File: config.mk
export PLATFORM = sky130hd
export DESIGN_NAME = regfile_write_arbiter
export DESIGN_NICKNAME = d
export VERILOG_FILES = /design/src/rtl/regfile_write_arbiter.sv
export SDC_FILE = /design/constraint.sdc
export NUM_CORES = 1
export LEC_CHECK = 0
export CAP_MARGIN = 10
export CORE_ASPECT_RATIO = 0.75
export CORE_UTILIZATION = 43
export DETAILED_ROUTE_END_ITERATION = 10
export GPL_ROUTABILITY_DRIVEN = 0
export PLACE_DENSITY = 0.73
export SYNTH_ARGS = -nofsm -noshare
export SYNTH_HDL_FRONTEND = slang
export SYNTH_SLANG_ARGS = --single-unit
File: constraint.sdc
create_clock -name clock -period 4.2 [get_ports clock]
set_input_delay 1.26 -clock clock [delete_from_list [all_inputs] [get_ports clock]]
set_output_delay 1.26 -clock clock [all_outputs]
set_load 0.05 [all_outputs]
File: src/rtl/regfile_write_arbiter.sv
// Single-port regfile write arbiter: CPU writeback has priority, three peripherals
// share the port through 1-entry buffers served round-robin with anti-starvation aging.
module regfile_write_arbiter (
  input  logic        clock,
  input  logic        ctrl_reset,
  input  logic        cpu_we,
  input  logic [4:0]  cpu_reg,
  input  logic [31:0] cpu_data,
  output logic        cpu_stall,
  input  logic        p0_valid,
  input  logic [4:0]  p0_reg,
  input  logic [31:0] p0_data,
  output logic        p0_ready,
  input  logic        p1_valid,
  input  logic [4:0]  p1_reg,
  input  logic [31:0] p1_data,
  output logic        p1_ready,
  input  logic        p2_valid,
  input  logic [4:0]  p2_reg,
  input  logic [31:0] p2_data,
  output logic        p2_ready,
  output logic        ctrl_writeEnable,
  output logic [4:0]  ctrl_writeReg,
  output logic [31:0] data_writeReg,
  output logic        pending
);

  localparam int unsigned NP = 3;

  logic [NP-1:0] full_q, full_d;
  logic [4:0]    breg_q  [NP];
  logic [4:0]    breg_d  [NP];
  logic [31:0]   bdata_q [NP];
  logic [31:0]   bdata_d [NP];
  logic [2:0]    age_q   [NP];
  logic [2:0]    age_d   [NP];
  logic [1:0]    last_q, last_d;
  logic          we_q, we_d;
  logic [4:0]    wreg_q, wreg_d;
  logic [31:0]   wdata_q, wdata_d;

  logic [NP-1:0] p_valid;
  logic [4:0]    p_reg  [NP];
  logic [31:0]   p_data [NP];

  logic          stall;
  logic          rr_found;
  logic [1:0]    rr_idx;
  logic          cpu_grant;
  logic          per_grant;

  assign p_valid   = {p2_valid, p1_valid, p0_valid};
  assign p_reg[0]  = p0_reg;
  assign p_reg[1]  = p1_reg;
  assign p_reg[2]  = p2_reg;
  assign p_data[0] = p0_data;
  assign p_data[1] = p1_data;
  assign p_data[2] = p2_data;

  // (last + offset) mod 3 for last in 0..2 and offset in 1..3
  function automatic logic [1:0] rr_index(input logic [1:0] last, input logic [1:0] offset);
    logic [2:0] s;
    s = {1'b0, last} + {1'b0, offset};
    return (s >= 3'd3) ? 2'(s - 3'd3) : s[1:0];
  endfunction

  // NOTE: every always_comb output gets a default before any branch, so no latch is inferred.
  always_comb begin
    stall = 1'b0;
    for (int i = 0; i < NP; i++) begin
      if (full_q[i] && (age_q[i] == 3'd7)) stall = 1'b1;
    end
  end

  always_comb begin
    rr_found = 1'b0;
    rr_idx   = 2'd0;
    for (int k = 1; k <= NP; k++) begin
      if (!rr_found && full_q[rr_index(last_q, 2'(k))]) begin
        rr_found = 1'b1;
        rr_idx   = rr_index(last_q, 2'(k));
      end
    end
  end

  // A CPU write to r0 is dropped here, which lets a peripheral take the port instead.
  assign cpu_grant = !stall && cpu_we && (cpu_reg != 5'd0);
  assign per_grant = !cpu_grant && rr_found;

  always_comb begin
    full_d  = full_q;
    breg_d  = breg_q;
    bdata_d = bdata_q;
    age_d   = age_q;
    last_d  = last_q;
    we_d    = cpu_grant || per_grant;
    wreg_d  = wreg_q;
    wdata_d = wdata_q;

    if (cpu_grant) begin
      wreg_d  = cpu_reg;
      wdata_d = cpu_data;
    end else if (per_grant) begin
      wreg_d  = breg_q[rr_idx];
      wdata_d = bdata_q[rr_idx];
      last_d  = rr_idx;
    end

    for (int i = 0; i < NP; i++) begin
      if (per_grant && (rr_idx == 2'(i))) begin
        full_d[i] = 1'b0;
        age_d[i]  = 3'd0;
      end else if (full_q[i]) begin
        age_d[i] = (age_q[i] == 3'd7) ? 3'd7 : age_q[i] + 3'd1;
      end else begin
        age_d[i] = 3'd0;
        // Requests to r0 are handshaken (ready is high) but never buffered.
        if (p_valid[i] && (p_reg[i] != 5'd0)) begin
          full_d[i]  = 1'b1;
          breg_d[i]  = p_reg[i];
          bdata_d[i] = p_data[i];
        end
      end
    end
  end

  // NOTE: sequential state uses non-blocking assignments so every register samples pre-edge values.
  always_ff @(posedge clock) begin
    if (ctrl_reset) begin
      full_q  <= '0;
      last_q  <= 2'd2;
      we_q    <= 1'b0;
      wreg_q  <= 5'd0;
      wdata_q <= 32'd0;
      for (int i = 0; i < NP; i++) begin
        breg_q[i]  <= 5'd0;
        bdata_q[i] <= 32'd0;
        age_q[i]   <= 3'd0;
      end
    end else begin
      full_q  <= full_d;
      breg_q  <= breg_d;
      bdata_q <= bdata_d;
      age_q   <= age_d;
      last_q  <= last_d;
      we_q    <= we_d;
      wreg_q  <= wreg_d;
      wdata_q <= wdata_d;
    end
  end

  assign cpu_stall        = stall;
  assign p0_ready         = ~full_q[0];
  assign p1_ready         = ~full_q[1];
  assign p2_ready         = ~full_q[2];
  assign pending          = |full_q;
  assign ctrl_writeEnable = we_q;
  assign ctrl_writeReg    = wreg_q;
  assign data_writeReg    = wdata_q;

endmodule

# --- After elaboration in Yosys (flattened, before gate mapping) ---
# Index checks and enable logic that the tools add are counted.
# Widths: inputs -> output; s select.
totals:
  ff_bits: 163
  input_bits: 154
op_classes:
  addsub: 9
  order_cmp: 7
  n_eq_ne: 5
  mux: 37
  n_bitwise: 8
  n_reduce_logical: 36
op_table:
  columns: ["cell", "count"]
  rows:
  - ["$mux 32", 4]
  - ["$bmux 32 s2", 1]
  - ["$mux 5", 4]
  - ["$reduce_bool 5->1", 4]
  - ["$mux 1", 15]
  - ["$logic_and 1x1->1", 14]
  - ["$mux 2", 6]
  - ["$reduce_or 3->1", 4]
  - ["$bmux 5 s2", 1]
  - ["$add 3x1->3 const B", 3]
  - ["$eq 3x3->1 const B", 3]
  - ["$ge 3x2->1 const B", 3]
  - ["$lt 2x3->1 const B", 3]
  - ["$mux 3", 3]
  - ["$reduce_and 3->1", 3]
  - ["$not 1->1", 7]
  - ["$add 2x2->3 const B", 2]
  - ["$bmux 1 s2", 3]
  - ["$reduce_or 2->1", 3]
  - ["$sub 2x2->2 const B", 3]
  - ["$logic_not 1->1", 4]
  - ["$add 2x1->3 const B", 1]
  - ["$ge 3x3->1 const B", 1]
  - ["$not 2->3", 1]
  - ["other kinds (6)", 6]

# --- Longest topological paths before layout ---
# Gate-level depths: netlist of the first run.
depth:
  ltp_word: 18
  depth_mapped: 10

# --- Least setup slack after synthesis of the first run ---
# OpenSTA, ideal clock, no wires.
synth_timing:
  path_type: "input -> register"
  start: "input p2_reg[1]"
  end: "register bdata_q[10] (netlist name)"
  arrival_ns: 2.651
  required_ns: 4.130
  path_slack_ns: 1.479
  cell_stages: 7
  path_buffers: 2
  path_cell_list: "or4_1 -> o21ai_0 -> nand2b_1 -> buf_2 -> buf_2 -> nand2_1 -> a21oi_1"
synth_between:
  elab_chain_cells: 3
synth_rtl:
  columns: ["item", "line_no", "text"]
  rows:
  - ["start: declaration", "19", "input logic [4:0] p2_reg,"]
  - ["$reduce_bool 5->1", "118", "if (p_valid[i] && (p_reg[i] != 5'd0)) begin"]
  - ["$logic_and 1x1->1", "118", null]
  - ["$reduce_and 3->1 (no line)", null, null]
  - ["end signal: assignment", "143", "bdata_q <= bdata_d;"]
  - ["end: declaration", "33", "logic [31:0] bdata_q [NP];"]
# Every way passes these cells.
# A chain may end at the register's enable or synchronous reset.

# --- Final worst setup path of the first run ---
layout_timing:
  start: "register full_q[1]"
  end: "output pending"
layout_between:
  elab_chain_cells: 1
layout_rtl:
  columns: ["item", "line_no", "text"]
  rows:
  - ["start: declaration", "30", "logic [NP-1:0] full_q, full_d;"]
  - ["start signal: assignment", "141", "full_q <= full_d;"]
  - ["$reduce_or 3->1", "156", "assign pending = |full_q;"]
  - ["end: declaration", "25", "output logic pending"]
# Every way passes these cells.

==> results of run 1 <==
[cells in the mapped netlist, drive strengths merged (3+ instances only)]
cell      n  area (µm²)
a32oi     3        26.3
nand4     4        25.0
a211o     3        26.3
a221oi    7        67.6
o21ai    33         165
nor3      7        57.6
a21oi   126         631
and4      5        43.8
ha        6        75.1
dfxtp   163        3260
a21o     32         240
o22ai     3        18.8
mux2i    31         310
buf      32         205
o32ai    32         468
nand2b    6        37.5
nor2     19        73.8
nand3    13        70.1
o31ai     5        37.5
o211ai    4        35.0
nand2   235         882
or4       3        22.5
a211oi   28         245
nor4      3        18.8
inv       8        30.0
clkbuf   39         146
[state kept, by name (all words and copies together) (netlist names)]
name,cells
last_q,2
data_writeReg,32
ctrl_writeEnable,1
ctrl_writeReg,5
breg_q,15
bdata_q,96
full_q,3
age_q,9
[worst paths after layout]
path	slack [ns]	startpoint	endpoint	cells after the start
setup reg to reg	0.83	last_q[0]	data_writeReg[28]	7
hold reg to reg	0.44	age_q[3]	age_q[3]	1
setup / recovery	0.79	full_q[1]	pending	3
hold / removal	0.44	age_q[3]	age_q[3]	1
[power by group]
group | internal (mW) | switching, mW | total, mW
Sequential | 1.72 | 0.114 | 1.83
Clock | 0.808 | 0.605 | 1.41
Combinational | 0.630 | 0.993 | 1.62
[per-layer routing]
metal / global-route usage (%) / wire [µm] / vias up
met1: 37.1 / 10800 / 3257
met5: 0 / 0 / -
li1: - / - / 3420
met4: 8.00 / 339 / 0
met3: 7.03 / 2080 / 29
met2: 40.5 / 10000 / 302
[critical path, delay by kind of cell (launching register included)]
family	cells	cell delay, ns
flip-flops	1	0.56
buffers and inverters	2	1.02
AND/OR/NAND/NOR	1	0.13
[logic make-up (layout without fill, tap and decap cells)]
kind of cell	count (synthesis)	count (layout)	synth area share (%)
AND/OR/NAND/NOR	301	301	17.2
AO/OA/AOI/OAI	290	290	28.4
flip-flops	163	163	44.1
buffers and inverters	79	251	5.15
multiplexers	31	31	4.19
adder cells (fa/ha/maj)	6	6	1.01
other	0	1	0
[through the flow]
step	instances	hold slack, ns	utilization, %	instance area (µm²)
3_5_place_dp	1227	0.433	56.3	9470
6_report	1258	0.443	59.4	10000
3_3_place_gp	1227	0.429	56.3	9470
5_1_grt	1257	0.467	59.4	9990
2_1_floorplan	870	0.413	-	7410
4_1_cts	1257	0.445	59.4	9990
[final cells by class]
cell class	count	area [µm²]	share of cell area, %
multi-input cells	628	3810	38.1
clock buffers	25	495	4.96
inverters	8	30.0	0.300
well taps	215	269	2.69
flip-flops and latches	163	3260	32.6
diodes	1	2.50	0.0250
clock inverters	5	27.5	0.275
repair buffers	213	2100	21.0
==> flow_summary.yaml, run 1 <==
status:
  status: "complete, no violations"
cells_and_area:
  final_cell_mix: "nand2_1, clkdlybuf4s50_1, dfxtp_1"
  drive_above_1_share_pct: 9.02
  fill_cells: 1499
  mostFrequentLayoutCell: "nand2_1"
  area_growth_pct: 35.0
  final_nets: 1191
place:
  port_buffers: 196
  place_hpwl_um: 15600
  dpl_worst_slack_ns: 0.632
floorplan:
  start_util_pct: 44.0
  die_area_mm2: 0.0178
  io_pins: 197
  die_h_um: 116
  core_area_mm2: 0.0168
  std_cell_rows: 41
  dieWidth_um: 154
synth:
  syn_area_per_cell_um2: 8.51
  synth_edf_count: 0
  synth_sequential_area_ratio_pct: 44.1
  async_flop_share_pct: 0
  syn_inst: 870
  syn_nets: 1030
  ys_seq_elements: 163
  synth_warnings: 0
  synthFlopType: "dfxtp_1"
  yosysUniqueCellTypes: 51
  netlist_area_mm2: 0.00741
clock_tree:
  cts_max_level: 4
  ctsHoldBuffers: 0
  clock-root-buffer: "clkbuf_16"
  post_cts_buffers: 0
  cts_resized: 0
  worst_setup_hold_path_clk_slew_ns: 0.07
  cts_buffers: 17
  clk_latency_ns: 0.43
  cts_buffer_depth: 2
  clock_sinks: 163
  cts_tree: "done"
global_route:
  grt_pass1_vias: 6694
  grt_usage_pct: 26.7
  gr-total-overflow: 0
  grt_pass1_wl_um: 36400
  grt_start_max_net_pins: 57
  antenna_found_initial: 1
timing:
  finClkSkew_ns: 0.0111
  slew_violations: 0
  clock.fmax_mhz: 293
  setup_slack_ns: 0.793
  final_hold_viol_count: 0
  worstMarginPinSlew_ns: 1.07
  fin_crit_ns: 3.41
  slew_headroom_pct: 28.2
  final.setup.tns_ns: 0
  period_share_pct: 81.1
  setup_viol: 0
  grt_setup_unrepaired: "no"
power_and_ir_drop:
  finalPower_mw: 4.87
  vdd_ir_drop_max_uv: 269
  pwr_density_cell_mw_per_mm2: 487
  p_leak_nw: 3.72
drt:
  first_iter_violations: 539
  firstDrtPassIters: 8
  wl_per_cell_um: 18.5
  vias: 7008
  wirelength_um: 23200
  drcViolationCount: 0
  ant_nets: 0
  avgViaCountPerCell: 5.57
setup_path:
  arrival_ns: 2.15
  path_class: "reg2out"
  critical_path_required_ns: 2.94
  max_stage_delay_ns: 0.81
  critPathSlowestCell: "clkdlybuf4s50_1"
  start_kind: "flop"
  path_max_fanout: 9
  crit_chain: "inv_1 > nand3_1 > clkdlybuf4s50_1"
  cp-end-kind: "output port"
flow_run:
  drv_cap: 0
hold_path:
  hp-class: "reg2reg"
Power figures use the tool's default switching activity.
==> inputs of run 2 (changes only) <==
==> constraint.sdc (replaced) <==
create_clock -name clock -period 3.5 [get_ports clock]
set_input_delay 1.05 -clock clock [delete_from_list [all_inputs] [get_ports clock]]
set_output_delay 1.05 -clock clock [all_outputs]
set_load 0.05 [all_outputs]
==> run 2 against run 1 <==
- die area is the same
- design area grew 2.0%
- non-clock buffer count grew 11
- sequential share of layout area shrank 0.65 points
- global-route usage grew 0.38 points
- highest routed layer unchanged
- sequential power grew 20%
- worst setup slack lost 0.47 ns
- clock skew shrank 0.0043 ns
- first-iteration DRC count grew 24%
- total power grew 26%
==> flow_summary.yaml, run 2 (synthesis gave the netlist of run 1 again) <==
flow_run:
  drv_cap: 0
floorplan:
  dieWidth_um: 154
  die_h_um: 116
  core_area_mm2: 0.0168
  start_util_pct: 44.0
  die_area_mm2: 0.0178
  io_pins: 197
  std_cell_rows: 41
global_route:
  grt_pass1_vias: 6785
  grt_pass1_wl_um: 36800
  gr-total-overflow: 0
  antenna_found_initial: 3
  grt_usage_pct: 27.0
  grt_start_max_net_pins: 76
drt:
  wirelength_um: 23600
  vias: 7172
  ant_nets: 0
  drcViolationCount: 0
  first_iter_violations: 668
  wl_per_cell_um: 18.5
  firstDrtPassIters: 5
  avgViaCountPerCell: 5.64
clock_tree:
  cts_max_level: 4
  cts_tree: "done"
  cts_buffers: 17
  clock_sinks: 163
  post_cts_buffers: 0
  worst_setup_hold_path_clk_slew_ns: 0.06
  cts_resized: 0
  cts_buffer_depth: 2
  clock-root-buffer: "clkbuf_16"
  ctsHoldBuffers: 0
  clk_latency_ns: 0.42
cells_and_area:
  largest_reg_flops: 96
  drive_above_1_share_pct: 10.2
  mostFrequentLayoutCell: "nand2_1"
  final_nets: 1202
  fin_area_mm2: 0.0102
  area_growth_pct: 37.7
  finalNonFillerCells: 1271
  fill_cells: 1466
  final_cell_mix: "nand2_1, clkdlybuf4s50_1, dfxtp_1"
  largest_register: "bdata_q"
power_and_ir_drop:
  pwr_density_cell_mw_per_mm2: 600
  netSwitchingFraction_pct: 34.1
  p_leak_nw: 3.83
  pwr-share-seq_pct: 36.0
  vdd_ir_drop_max_uv: 327
  p_clk_share_pct: 31.3
  power.share.combinational_pct: 32.7
  power.switching_mw: 2.09
  intPower_mw: 4.03
setup_path:
  crit_chain: "inv_1 > nand3_1 > clkdlybuf4s50_1"
  worstReg2RegEnd: "data_writeReg[24]"
  arrival_ns: 2.13
  max_stage_delay_ns: 0.82
  path_max_fanout: 9
  start_kind: "flop"
  cp-end-kind: "output port"
  rr_worst_depth: 8
  path_class: "reg2out"
  critical_path_required_ns: 2.45
  cpLargestDelayFamily: "buffers and inverters"
  r2r_start: "last_q[0]"
  critPathSlowestCell: "clkdlybuf4s50_1"
  cp_num_buf_inv: 2
  r2r_setup_slack_ns: 0.41
place:
  port_buffers: 196
  placedCellCount: 1238
  place_hpwl_um: 16400
  place_area_mm2: 0.00959
timing:
  period_share_pct: 90.8
  setup_viol: 0
  finClkSkew_ns: 0.00678
  grt_setup_unrepaired: "no"
  slew_headroom_pct: 38.7
  worstMarginPinSlew_ns: 0.918
  final_hold_viol_count: 0
  final.setup.tns_ns: 0
  clock.fmax_mhz: 315
  fin_crit_ns: 3.18
  slew_violations: 0
hold_path:
  worstHoldStart: "age_q[0]"
  hp-class: "reg2reg"
  holdPathStages: 1
  whs_endpoint: "age_q[0]"
status:
  status: "complete, no violations"
-- run 2: cell count changes in the layout (fill, tap and decap cells not counted) --
cell        before  now
buf_12           1    4
buf_4           17   25
bufinv_16        0    3
clkbuf_1         4    2
clkbuf_8         4    3
clkinv_2         4    3
clkinv_4         0    1
clkinvlp_4       1    2
diode_2          1    2
-- run 2: cell type report --
type / instances / area (µm²) / area share (%)
diodes: 2 / 5.00 / 0.0491
clock buffers: 22 / 474 / 4.65
clock inverters: 9 / 129 / 1.26
inverters: 8 / 30.0 / 0.294
multi-input cells: 628 / 3810 / 37.4
flip-flops and latches: 163 / 3260 / 32.0
well taps: 215 / 269 / 2.64
repair buffers: 224 / 2220 / 21.8
-- run 2: how the worst max path moves through the flow --
stage | start | to | slack, ns | cells past startpoint
after floorplan | p2_reg[1] | bdata_q[10] | 0.99 | 7
after global placement | p2_reg[1] | bdata_q[15] | 0.23 | 7
after detailed placement | p2_reg[1] | bdata_q[12] | 0.17 | 7
after CTS | full_q[1] | pending | 0.32 | 3
after global routing | full_q[1] | pending | 0.23 | 3
final | full_q[1] | pending | 0.32 | 3
-- run 2: per-layer routing --
metal,wire length [µm],part of all wire (%),track usage [%]
met4,310,1.3,8.20
met3,2210,9.4,6.81
met5,0,0,0
met2,10200,43,41.7
met1,10800,46,37.3
-- run 2: power groups by stage --
stage | clock (mW) | combinational (mW) | sequential [mW]
3_3_place_gp | 0 | 1.97 | 2.24
2_1_floorplan | 0 | 0.993 | 2.52
6_report | 1.91 | 2.00 | 2.20
3_5_place_dp | 0 | 1.99 | 2.24
4_1_cts | 1.93 | 2.00 | 2.20
5_1_grt | 2.01 | 2.12 | 2.22
-- run 2: through the flow --
step | hold WS [ns] | power, mW | util [%] | setup slack, ns
3_5_place_dp | 0.435 | 4.23 | 57.0 | 0.170
6_report | 0.444 | 6.12 | 60.6 | 0.321
3_3_place_gp | 0.427 | 4.20 | 57.0 | 0.232
4_1_cts | 0.448 | 6.13 | 60.6 | 0.318
2_1_floorplan | 0.413 | 3.51 | - | 0.989
5_1_grt | 0.473 | 6.36 | 60.6 | 0.233
==> inputs of run 3 (changes only) <==
--- a/config.mk
+++ b/config.mk
@@ -6,7 +6,6 @@
 export NUM_CORES = 1
 export LEC_CHECK = 0
 export CAP_MARGIN = 10
-export CORE_ASPECT_RATIO = 0.75
 export CORE_UTILIZATION = 43
 export DETAILED_ROUTE_END_ITERATION = 10
 export GPL_ROUTABILITY_DRIVEN = 0
==> run 3 against run 2 <==
- via count decreased by 1.8%
- highest routed layer unchanged
- critical endpoint is now cpu_stall
- worst setup slack got worse by 0.028 ns
- sequential cell count unchanged
- first-iteration DRC count decreased by 37%
- largest cell class unchanged
- largest power group unchanged
- combinational power decreased by 2%
- non-clock buffer count decreased by 3
- hold slack improved by 0.0070 ns
- clock power increased by 2%
- design area unchanged
- cell count increased by 0.16%
- die area about the same
- utilization increased by 0.45 points
==> flow_summary.yaml, run 3 (synthesis gave the netlist of run 1 again) <==
status:
  status: "complete, no violations"
setup_path:
  max_stage_delay_ns: 0.82
  crit_chain: "nand3_1 > nand3_1 > clkdlybuf4s50_1"
  critical_path_required_ns: 2.45
  worstReg2RegEnd: "data_writeReg[29]"
  path_class: "reg2out"
  cp-end-kind: "output port"
  rr_worst_depth: 6
  path_max_fanout: 9
  arrival_ns: 2.16
  cp-startpoint: "full_q[1]"
  r2r_start: "last_q[0]"
  cpLargestDelayFamily: "buffers and inverters"
  critPathSlowestCell: "clkdlybuf4s50_1"
  r2r_setup_slack_ns: 0.42
  start_kind: "flop"
  cp_num_buf_inv: 1
  cpMostUsedCell: "nand3_1"
drt:
  wl_per_cell_um: 17.9
  wirelength_um: 22700
  vias: 7044
  drcViolationCount: 0
  avgViaCountPerCell: 5.53
  firstDrtPassIters: 5
  first_iter_violations: 421
  ant_nets: 0
place:
  place_hpwl_um: 15800
  place_area_mm2: 0.00958
  port_buffers: 196
  dpl_worst_slack_ns: 0.314
cells_and_area:
  final_nets: 1199
  fill_cells: 1465
  mostFrequentLayoutCell: "nand2_1"
  largest_reg_flops: 96
  drive_above_1_share_pct: 10.2
  multi_input_area_mm2: 0.00381
  seqCellArea_mm2: 0.00326
  final_cell_mix: "nand2_1, clkdlybuf4s50_1, dfxtp_1"
  largest_register: "bdata_q"
  fin_area_mm2: 0.0102
  area_growth_pct: 37.7
timing:
  grt_setup_unrepaired: "no"
  clock.fmax_mhz: 312
  setup_viol: 0
  final_hold_viol_count: 0
  slew_headroom_pct: 34.7
  worstMarginPinSlew_ns: 0.979
  slew_violations: 0
  setup_slack_ns: 0.293
  period_share_pct: 91.6
  fin_crit_ns: 3.21
  finClkSkew_ns: 0.00838
  final.setup.tns_ns: 0
power_and_ir_drop:
  netSwitchingFraction_pct: 33.6
  p_clk_share_pct: 31.9
  pwr_density_cell_mw_per_mm2: 599
  pwr-share-seq_pct: 36.0
  power.switching_mw: 2.05
  vdd_ir_drop_max_uv: 374
  p_leak_nw: 3.83
  intPower_mw: 4.06
  power.share.combinational_pct: 32.1
floorplan:
  io_pins: 197
  start_util_pct: 44.3
  core_area_mm2: 0.0167
  die_area_mm2: 0.0178
  dieWidth_um: 133
  die_h_um: 133
  std_cell_rows: 47
hold_path:
  hp-class: "reg2reg"
  whs_endpoint: "age_q[0]"
  worstHoldStart: "age_q[0]"
  holdPathStages: 1
clock_tree:
  clock_sinks: 163
  cts_max_level: 4
  clock-root-buffer: "clkbuf_16"
  post_cts_buffers: 0
  cts_resized: 0
  cts_buffers: 17
  ctsHoldBuffers: 0
  clk_latency_ns: 0.43
  cts_buffer_depth: 2
  worst_setup_hold_path_clk_slew_ns: 0.06
  cts_tree: "done"
global_route:
  grt_pass1_vias: 6837
  antenna_found_initial: 1
  grt_start_max_net_pins: 83
  grt_usage_pct: 26.2
  gr-total-overflow: 0
  grt_pass1_wl_um: 36000
flow_run:
  drv_cap: 0
[run 3: how the worst max path moves through the flow]
| stage | to | slack, ns | depth (start not counted) |
|---|---|---|---|
| 2_1_floorplan | bdata_q[10] | 0.99 | 7 |
| 3_3_place_gp | bdata_q[80] | 0.32 | 7 |
| 3_5_place_dp | bdata_q[76] | 0.31 | 7 |
| 4_1_cts | cpu_stall | 0.30 | 3 |
| 5_1_grt | data_writeReg[29] | 0.17 | 6 |
| 6_report | cpu_stall | 0.29 | 3 |
[run 3: power groups by stage]
stage	registers (mW)	logic (mW)	clock network, mW
6_report	2.20	1.96	1.95
4_1_cts	2.20	1.96	1.98
5_1_grt	2.22	2.10	2.06
2_1_floorplan	2.52	0.993	0
3_5_place_dp	2.24	1.96	0
3_3_place_gp	2.24	1.94	0
[run 3: routing by layer]
layer | up-vias | wire length (µm) | track usage [%]
met2 | 270 | 10800 | 42.6
met4 | 0 | 574 | 10.9
met5 | - | 0 | 0
met3 | 44 | 1490 | 5.78
li1 | 3445 | - | -
met1 | 3285 | 9890 | 33.7
[run 3: layout make-up]
class | count | area share [%]
tap | 220 | 2.70
antenna | 1 | 0.0245
clock buffer | 23 | 4.88
inverter | 8 | 0.294
timing repair buffer | 221 | 21.5
sequential | 163 | 32.0
clock inverter | 9 | 1.21
multi-input combinational | 628 | 37.4
[run 3: stage by stage]
stage / hold WS [ns] / cells / utilization [%] / total power [mW]
2_1_floorplan: 0.413 / 870 / - / 3.51
3_3_place_gp: 0.427 / 1240 / 57.3 / 4.17
3_5_place_dp: 0.437 / 1240 / 57.3 / 4.19
4_1_cts: 0.448 / 1272 / 61.1 / 6.14
5_1_grt: 0.463 / 1273 / 61.1 / 6.37
6_report: 0.451 / 1273 / 61.1 / 6.11
